`src/rtl/fx3_pkg.sv`:
```
`default_nettype none
// ============================================================================
// Module   : fx3_pkg
// Purpose  : Shared types and constants for the FX3 slave-FIFO read engine.
//            Read-engine state encoding, FX3 flag polarity, and default
//            latency and sizing values used as parameter defaults.
// Revision : 1.0  initial release
// ============================================================================
package fx3_pkg;

  typedef enum logic [2:0] {
    ST_IDLE        = 3'd0,
    ST_REQ         = 3'd1,
    ST_ADDR_WAIT   = 3'd2,
    ST_OE_SETUP    = 3'd3,
    ST_BURST       = 3'd4,
    ST_SINGLE      = 3'd5,
    ST_SINGLE_WAIT = 3'd6,
    ST_DRAIN       = 3'd7
  } rx_state_e;

  // FX3 flags are active low: the asserted level means "empty" / "partially empty".
  localparam logic FX3_FLAG_EMPTY  = 1'b0;
  localparam logic FX3_FLAG_PEMPTY = 1'b0;

  localparam int DEF_DW           = 32;
  localparam int DEF_RD_LATENCY   = 2;
  localparam int DEF_FLAG_LATENCY = 3;
  localparam int DEF_SKID_DEPTH   = 8;

endpackage : fx3_pkg
`default_nettype wire

```
`src/rtl/fx3_rx_skid_fifo.sv`:
```
`default_nettype none
// ============================================================================
// Module   : fx3_rx_skid_fifo
// Purpose  : Synchronous DEPTH x DW FIFO with occupancy count and
//            first-word-fall-through output. Absorbs words still arriving
//            from FX3 after the read strobe has been withdrawn.
// Ports    : clk_i, rst_i (sync, active high)
//            push_i/push_data_i  write side (caller guarantees no overflow)
//            pop_i               consume head word (ignored when empty)
//            data_o/valid_o      head word, zero while empty
//            count_o             current occupancy
// Revision : 1.0  initial release
// ============================================================================
module fx3_rx_skid_fifo
  import fx3_pkg::*;
#(
  parameter int DW    = DEF_DW,
  parameter int DEPTH = DEF_SKID_DEPTH
) (
  input  logic                     clk_i,
  input  logic                     rst_i,
  input  logic                     push_i,
  input  logic [DW-1:0]            push_data_i,
  input  logic                     pop_i,
  output logic [DW-1:0]            data_o,
  output logic                     valid_o,
  output logic [$clog2(DEPTH):0]   count_o
);

  localparam int AW = $clog2(DEPTH);
  localparam int CW = AW + 1;

  logic [DW-1:0] mem_q [DEPTH];
  logic [AW-1:0] wr_ptr_q;
  logic [AW-1:0] rd_ptr_q;
  logic [CW-1:0] count_q;
  logic          w_pop;

  assign w_pop = pop_i && (count_q != '0);

  // Storage needs no reset: entries are only observable once written.
  always_ff @(posedge clk_i) begin
    if (push_i) begin
      mem_q[wr_ptr_q] <= push_data_i;
    end
  end

  always_ff @(posedge clk_i) begin
    if (rst_i) begin
      wr_ptr_q <= '0;
      rd_ptr_q <= '0;
      count_q  <= '0;
    end else begin
      if (push_i) begin
        wr_ptr_q <= wr_ptr_q + AW'(1);
      end
      if (w_pop) begin
        rd_ptr_q <= rd_ptr_q + AW'(1);
      end
      case ({push_i, w_pop})
        2'b10:   count_q <= count_q + CW'(1);
        2'b01:   count_q <= count_q - CW'(1);
        default: count_q <= count_q;
      endcase
    end
  end

  assign valid_o = (count_q != '0);
  assign data_o  = valid_o ? mem_q[rd_ptr_q] : '0;
  assign count_o = count_q;

endmodule : fx3_rx_skid_fifo
`default_nettype wire

```
`src/rtl/fx3_slave_fifo_rx.sv`:
```
`default_nettype none
// ============================================================================
// Module   : fx3_slave_fifo_rx
// Purpose  : FX3 synchronous slave-FIFO read engine. Drains an FX3 producer
//            socket into a valid/ready stream, tracking read-data and flag
//            latency with credit accounting against an internal skid FIFO.
// Ports    : CLK100, RESET (sync, active high), EN, SOCKET
//            BUS_REQ/BUS_GNT       shared FX3 bus arbitration
//            ADDR, SLCS_N, SLOE_N, SLRD_N, DQ_IN, FLAG_EMPTY_N, FLAG_PEMPTY_N
//                                  FX3 slave-FIFO interface
//            OUT_DATA/OUT_VALID/OUT_READY  output stream
// Options  : FX3_RX_STATS_EN adds RX_WORDS (wrapping pushed-word count) and
//            RX_STALL (sticky: a read was withheld for lack of credit).
// Revision : 1.0  initial release
// ============================================================================
module fx3_slave_fifo_rx
  import fx3_pkg::*;
#(
  parameter int DW           = DEF_DW,
  parameter int RD_LATENCY   = DEF_RD_LATENCY,
  parameter int FLAG_LATENCY = DEF_FLAG_LATENCY,
  parameter int SKID_DEPTH   = DEF_SKID_DEPTH
) (
  input  logic          CLK100,
  input  logic          RESET,
  input  logic          EN,
  input  logic [1:0]    SOCKET,
  output logic          BUS_REQ,
  input  logic          BUS_GNT,
  output logic [1:0]    ADDR,
  output logic          SLCS_N,
  output logic          SLOE_N,
  output logic          SLRD_N,
  input  logic [DW-1:0] DQ_IN,
  input  logic          FLAG_EMPTY_N,
  input  logic          FLAG_PEMPTY_N,
  output logic [DW-1:0] OUT_DATA,
  output logic          OUT_VALID,
  input  logic          OUT_READY
`ifdef FX3_RX_STATS_EN
  ,output logic [31:0]  RX_WORDS
  ,output logic         RX_STALL
`endif
);

  localparam int CW = $clog2(SKID_DEPTH) + 1;

  rx_state_e             state_q, state_d;
  logic [1:0]            addr_q, addr_d;
  logic [7:0]            wait_q, wait_d;
  logic [RD_LATENCY-1:0] rd_pipe_q;

  logic [CW-1:0] w_skid_count;
  int            w_inflight;
  logic          w_credit_ok;
  logic          w_stop;
  logic          w_empty;
  logic          w_pempty;
  logic          w_want_rd;
  logic          w_rd;
  logic          w_drain_done;
  logic          w_push;
  logic          w_pop;
  logic          w_cs_active;
  logic          w_oe_active;

  assign w_empty  = (FLAG_EMPTY_N == FX3_FLAG_EMPTY);
  assign w_pempty = (FLAG_PEMPTY_N == FX3_FLAG_PEMPTY);
  assign w_stop   = !EN || !BUS_GNT;

  // A read may only be issued if the word it returns is guaranteed a skid
  // slot, counting every word still travelling through the read pipeline.
  assign w_inflight  = $countones(rd_pipe_q);
  assign w_credit_ok = (int'(w_skid_count) + w_inflight + 1) <= SKID_DEPTH;
  assign w_rd        = w_want_rd && w_credit_ok;

  always_ff @(posedge CLK100) begin
    if (RESET) begin
      state_q   <= ST_IDLE;
      addr_q    <= '0;
      wait_q    <= '0;
      rd_pipe_q <= '0;
    end else begin
      state_q   <= state_d;
      addr_q    <= addr_d;
      wait_q    <= wait_d;
      rd_pipe_q <= (rd_pipe_q << 1) | RD_LATENCY'(w_rd);
    end
  end

  always_comb begin
    state_d      = state_q;
    addr_d       = addr_q;
    wait_d       = wait_q;
    w_want_rd    = 1'b0;
    w_drain_done = 1'b0;
    case (state_q)
      ST_IDLE: begin
        if (EN) state_d = ST_REQ;
      end
      ST_REQ: begin
        if (!EN) begin
          state_d = ST_IDLE;
        end else if (BUS_GNT) begin
          state_d = ST_ADDR_WAIT;
          addr_d  = SOCKET;
          wait_d  = '0;
        end
      end
      // Flags are stale right after an address change; wait them out.
      ST_ADDR_WAIT: begin
        if (w_stop)                                 state_d = ST_DRAIN;
        else if (wait_q == 8'(FLAG_LATENCY - 1))    state_d = ST_OE_SETUP;
        else                                        wait_d  = wait_q + 8'd1;
      end
      ST_OE_SETUP: begin
        state_d = w_stop ? ST_DRAIN : ST_BURST;
      end
      ST_BURST: begin
        if (w_stop || w_empty)  state_d   = ST_DRAIN;
        else if (w_pempty)      state_d   = ST_SINGLE;
        else                    w_want_rd = 1'b1;
      end
      // Near empty: one word at a time, then let the flags catch up.
      ST_SINGLE: begin
        if (w_stop || w_empty) begin
          state_d = ST_DRAIN;
        end else begin
          w_want_rd = 1'b1;
          if (w_credit_ok) begin
            state_d = ST_SINGLE_WAIT;
            wait_d  = '0;
          end
        end
      end
      ST_SINGLE_WAIT: begin
        if (w_stop)                                 state_d = ST_DRAIN;
        else if (wait_q == 8'(FLAG_LATENCY - 1))    state_d = ST_BURST;
        else                                        wait_d  = wait_q + 8'd1;
      end
      // Keep the bus until every issued read has returned its word.
      ST_DRAIN: begin
        if (w_inflight == 0) begin
          w_drain_done = 1'b1;
          state_d      = ST_IDLE;
        end
      end
      default: state_d = ST_IDLE;
    endcase
  end

  assign w_cs_active = (state_q inside {ST_ADDR_WAIT, ST_OE_SETUP, ST_BURST,
                                        ST_SINGLE, ST_SINGLE_WAIT, ST_DRAIN});
  assign w_oe_active = (state_q inside {ST_OE_SETUP, ST_BURST, ST_SINGLE,
                                        ST_SINGLE_WAIT, ST_DRAIN});

  assign BUS_REQ = (state_q != ST_IDLE) && !w_drain_done;
  assign SLCS_N  = !(w_cs_active && !w_drain_done);
  assign SLOE_N  = !(w_oe_active && !w_drain_done);
  assign SLRD_N  = !w_rd;
  assign ADDR    = addr_q;

  assign w_push = rd_pipe_q[RD_LATENCY-1];
  assign w_pop  = OUT_VALID && OUT_READY;

  fx3_rx_skid_fifo #(
    .DW    (DW),
    .DEPTH (SKID_DEPTH)
  ) u_skid (
    .clk_i       (CLK100),
    .rst_i       (RESET),
    .push_i      (w_push),
    .push_data_i (DQ_IN),
    .pop_i       (w_pop),
    .data_o      (OUT_DATA),
    .valid_o     (OUT_VALID),
    .count_o     (w_skid_count)
  );

`ifdef FX3_RX_STATS_EN
  logic [31:0] rx_words_q;
  logic        rx_stall_q;

  always_ff @(posedge CLK100) begin
    if (RESET) begin
      rx_words_q <= '0;
      rx_stall_q <= 1'b0;
    end else begin
      if (w_push) rx_words_q <= rx_words_q + 32'd1;
      if (w_want_rd && !w_credit_ok) rx_stall_q <= 1'b1;
    end
  end

  assign RX_WORDS = rx_words_q;
  assign RX_STALL = rx_stall_q;
`else
  // Statistics counters are not built.
`endif

endmodule : fx3_slave_fifo_rx
`default_nettype wire

```
`config.mk`:
```
export PLATFORM = sky130hd
export DESIGN_NAME = fx3_slave_fifo_rx
export DESIGN_NICKNAME = d
export VERILOG_FILES = /design/src/rtl/fx3_pkg.sv /design/src/rtl/fx3_rx_skid_fifo.sv /design/src/rtl/fx3_slave_fifo_rx.sv
export SDC_FILE = /design/constraint.sdc
export NUM_CORES = 1
export LEC_CHECK = 0
export ABC_AREA = 1
export CORE_ASPECT_RATIO = 1.75
export CORE_MARGIN = 2
export CORE_UTILIZATION = 55
export CTS_CLUSTER_SIZE = 28
export DETAILED_ROUTE_END_ITERATION = 8
export GPL_TIMING_DRIVEN = 0
export PLACE_DENSITY_LB_ADDON = 0.08
export SYNTH_ARGS = -nofsm -noshare
export SYNTH_HDL_FRONTEND = slang
export SYNTH_SLANG_ARGS = --single-unit
```
`constraint.sdc`:
```
create_clock -name CLK100 -period 5.85 [get_ports CLK100]
set_input_delay 1.17 -clock CLK100 [delete_from_list [all_inputs] [get_ports CLK100]]
set_output_delay 1.17 -clock CLK100 [all_outputs]
set_load 0.05 [all_outputs]
```
==> reports/results.ini <==
[run_status]
status=complete, no violations

[clock_network]
ctsHoldBuffers=0
cts-root-buf=clkbuf_16
cts_tree=yes
cts.reportedPaths.clkPinSlew_ns=0.07
cts_num_sinks=284
cts_resized=0
post_cts_buffers=0
cts_buffers=25
cts_max_level=1
clock_path_buffers=3
clkLatencyLatePin_ns=0.52

[layout]
fin_nets=1166
syn2layout_area_growth_pct=17.7
multi_input_area_um2=3070
regArea_um2=8250
fin_area_um2=13800
drive_above_1_share=0.0902
nFillCells=1607
utilization=0.659
n_antenna_cell=0
stdcell_count=1383

[yosys]
synth_top_flop_cell=edfxtp_1
synth_top_area_frac=0.656
synthMuxAreaShare=0
synth_xor_area_frac=0.000747
syn_avg_cell_area_um2=11.7
synthesis.area_um2=11700
synth_fa_ha_area_frac=0.0134
yosysMostFrequentCell=edfxtp_1
ys_async_sr_fraction=0
synth-seq-cells=284
ys_top_cells_by_count=edfxtp_1 (256), nor2_1 (229), o21ai_0 (135)
synthSimpleGateAreaFrac=0.120
synth_top_cell_by_area=edfxtp_1
synth-edff-count=256
synth_cell_type_count=37
synthesis.nets=1052
synth_top_cells_by_area=edfxtp_1 (66%), nor2_1 (7.3%), o21ai_0 (5.8%), dfxtp_1 (4.8%), nand2_1 (2.0%)
yosysWarningCount=0
synth_top_family_by_area=compound AO/OA/AOI/OAI gates
synth_compound_gate_area_share=0.123
netlist_instances=999
yosysSeqAreaShare=0.703

[critical_path]
cpPeakStageDelay_ns=0.83
cp.required_ns=4.68
path_max_fanout=10
critPathCaptureType=output port
worst-setup-path-type=reg2out
path_cells=inv_1 > nand4_1 > clkbuf_1 > o21ai_0 > a31oi_1 > clkdlybuf4s50_1
worstSetupStartpointType=register
cpMaxStageDelayCell=clkdlybuf4s50_1
crit_arrival_ns=3.18

[power]
switchingPower_mw=2.80
worst_ir_drop_vdd_v=0.000365
seq_power_share=0.336
comb_power_share=0.443
clkPwrFrac=0.221
p_leak_nw=4.65
p_per_area_nw_per_um2=490
p_int_mw=3.97
power_switching_share=0.414

[sta]
setup_viol=0
maxSlewHeadroom=0.568
finalCriticalPeriod_ns=4.35
hold_viol=0
fmax_mhz=230
tightest_slew_ns=0.646
rsz0062_at_grt=no
clock_skew_ns=0.00793
drv_slew=0
tns_ns=0
fin_crit_sh=0.743

[floorplan]
die_y_um=197
die_width_um=114
io-pin-count=80
die-area_um2=22600
start_util=0.560
core-area_um2=20900
row_count=70

[routing]
antenna_left=0
vias=7919
drtIter0Drc=658
routed_wl_um=27000
viasPerCell=5.73
drt_pass1_iterations=5
wl_per_cell_um=19.5
drc_errors=0

[grt]
grt_max_degree=27
grt_pass1_vias=7869
track_usage=0.241
antenna_found_initial=0
grt_pass1_wl_um=41600
grt_overflow=0

[place]
numPortBuffers=79
place_hpwl_um=17600
placed_area_um2=13100
place_inst=1338
gp_congestion=0.854

[job]
max_cap_viol_count=0

[hold_path]
hold_path_class=reg2reg

## kinds of logic (layout without fill, tap and decap cells)
| logic type | count (synthesis) | count (layout) |
|---|---|---|
| adder cells (fa/ha/maj) | 12 | 12 |
| XOR/XNOR | 1 | 1 |
| flip-flops | 284 | 284 |
| buffers and inverters | 98 | 230 |
| AO/OA/AOI/OAI | 267 | 267 |
| AND/OR/NAND/NOR | 337 | 337 |
## final timing paths
kind,from,to,slack [ns],cells after the start
worst max-delay path,u_skid.count_o[1],OUT_DATA[12],1.50,6
worst min-delay path,ADDR[0],ADDR[0],0.47,2
worst min register to register,ADDR[0],ADDR[0],0.47,2
worst max register to register,u_skid.count_o[0],u_skid.count_o[3],3.37,12
## per-layer routing
layer / track usage / up-vias / part of all wire
met5: 0 / - / 0
met4: 0.107 / 0 / 0.036
met3: 0.0249 / 79 / 0.050
met2: 0.434 / 262 / 0.52
met1: 0.291 / 3773 / 0.39
li1: - / 3805 / -
## through the flow
stage          worst slack [ns]  hold WS [ns]  power [mW]
2_1_floorplan              2.49         0.433        4.33
3_3_place_gp               1.75         0.450        5.30
3_5_place_dp               1.74         0.456        5.32
4_1_cts                    1.48         0.470        6.80
5_1_grt                    1.36         0.502        7.08
6_report                   1.50         0.471        6.77
## state kept, by name, summed over array words and instances (netlist names), named ones only
name / flops
ADDR: 2
u_skid.rd_ptr_q: 3
u_skid.wr_ptr_q: 3
state_q: 3
rd_pipe_q: 2
u_skid.count_o: 4
wait_q: 8
u_skid.mem_q: 256
## power groups by stage
stage	Sequential, mW	Combinational [mW]	Clock [mW]
5_1_grt	2.28	3.21	1.58
2_1_floorplan	2.32	2.01	0
4_1_cts	2.28	3.01	1.52
3_3_place_gp	2.32	2.97	0
6_report	2.28	3.00	1.49
3_5_place_dp	2.32	3.00	0
## cell type report
type                       instances  area share
sequential                       284       0.598
multi-input combinational        617       0.222
timing repair buffer              87      0.0700
clock buffer                      29      0.0464
tap                              252      0.0228
buffer                            56      0.0225
inverter                          42      0.0116
clock inverter                    16     0.00662
## worst max-delay path, delay by kind of cell, from the launching register on
family / cells / cell delay [ns]
AO/OA/AOI/OAI: 2 / 0.47
buffers and inverters: 3 / 1.45
flip-flops: 1 / 0.39
AND/OR/NAND/NOR: 1 / 0.34
## cell usage in the layout (no fill, tap or decap), types with 16 or more instances in the layout
master / instances
edfxtp_1: 256
nor2_1: 221
inv_1: 35
clkbuf_16: 25
o21ai_0: 135
clkbuf_1: 24
buf_2: 16
nand3_1: 20
nand2_1: 64
a21oi_1: 26
o21ai_1: 37
clkdlybuf4s50_1: 79
o22ai_1: 33
dfxtp_1: 28
a31oi_1: 32
(Power assumes the default switching activity.)
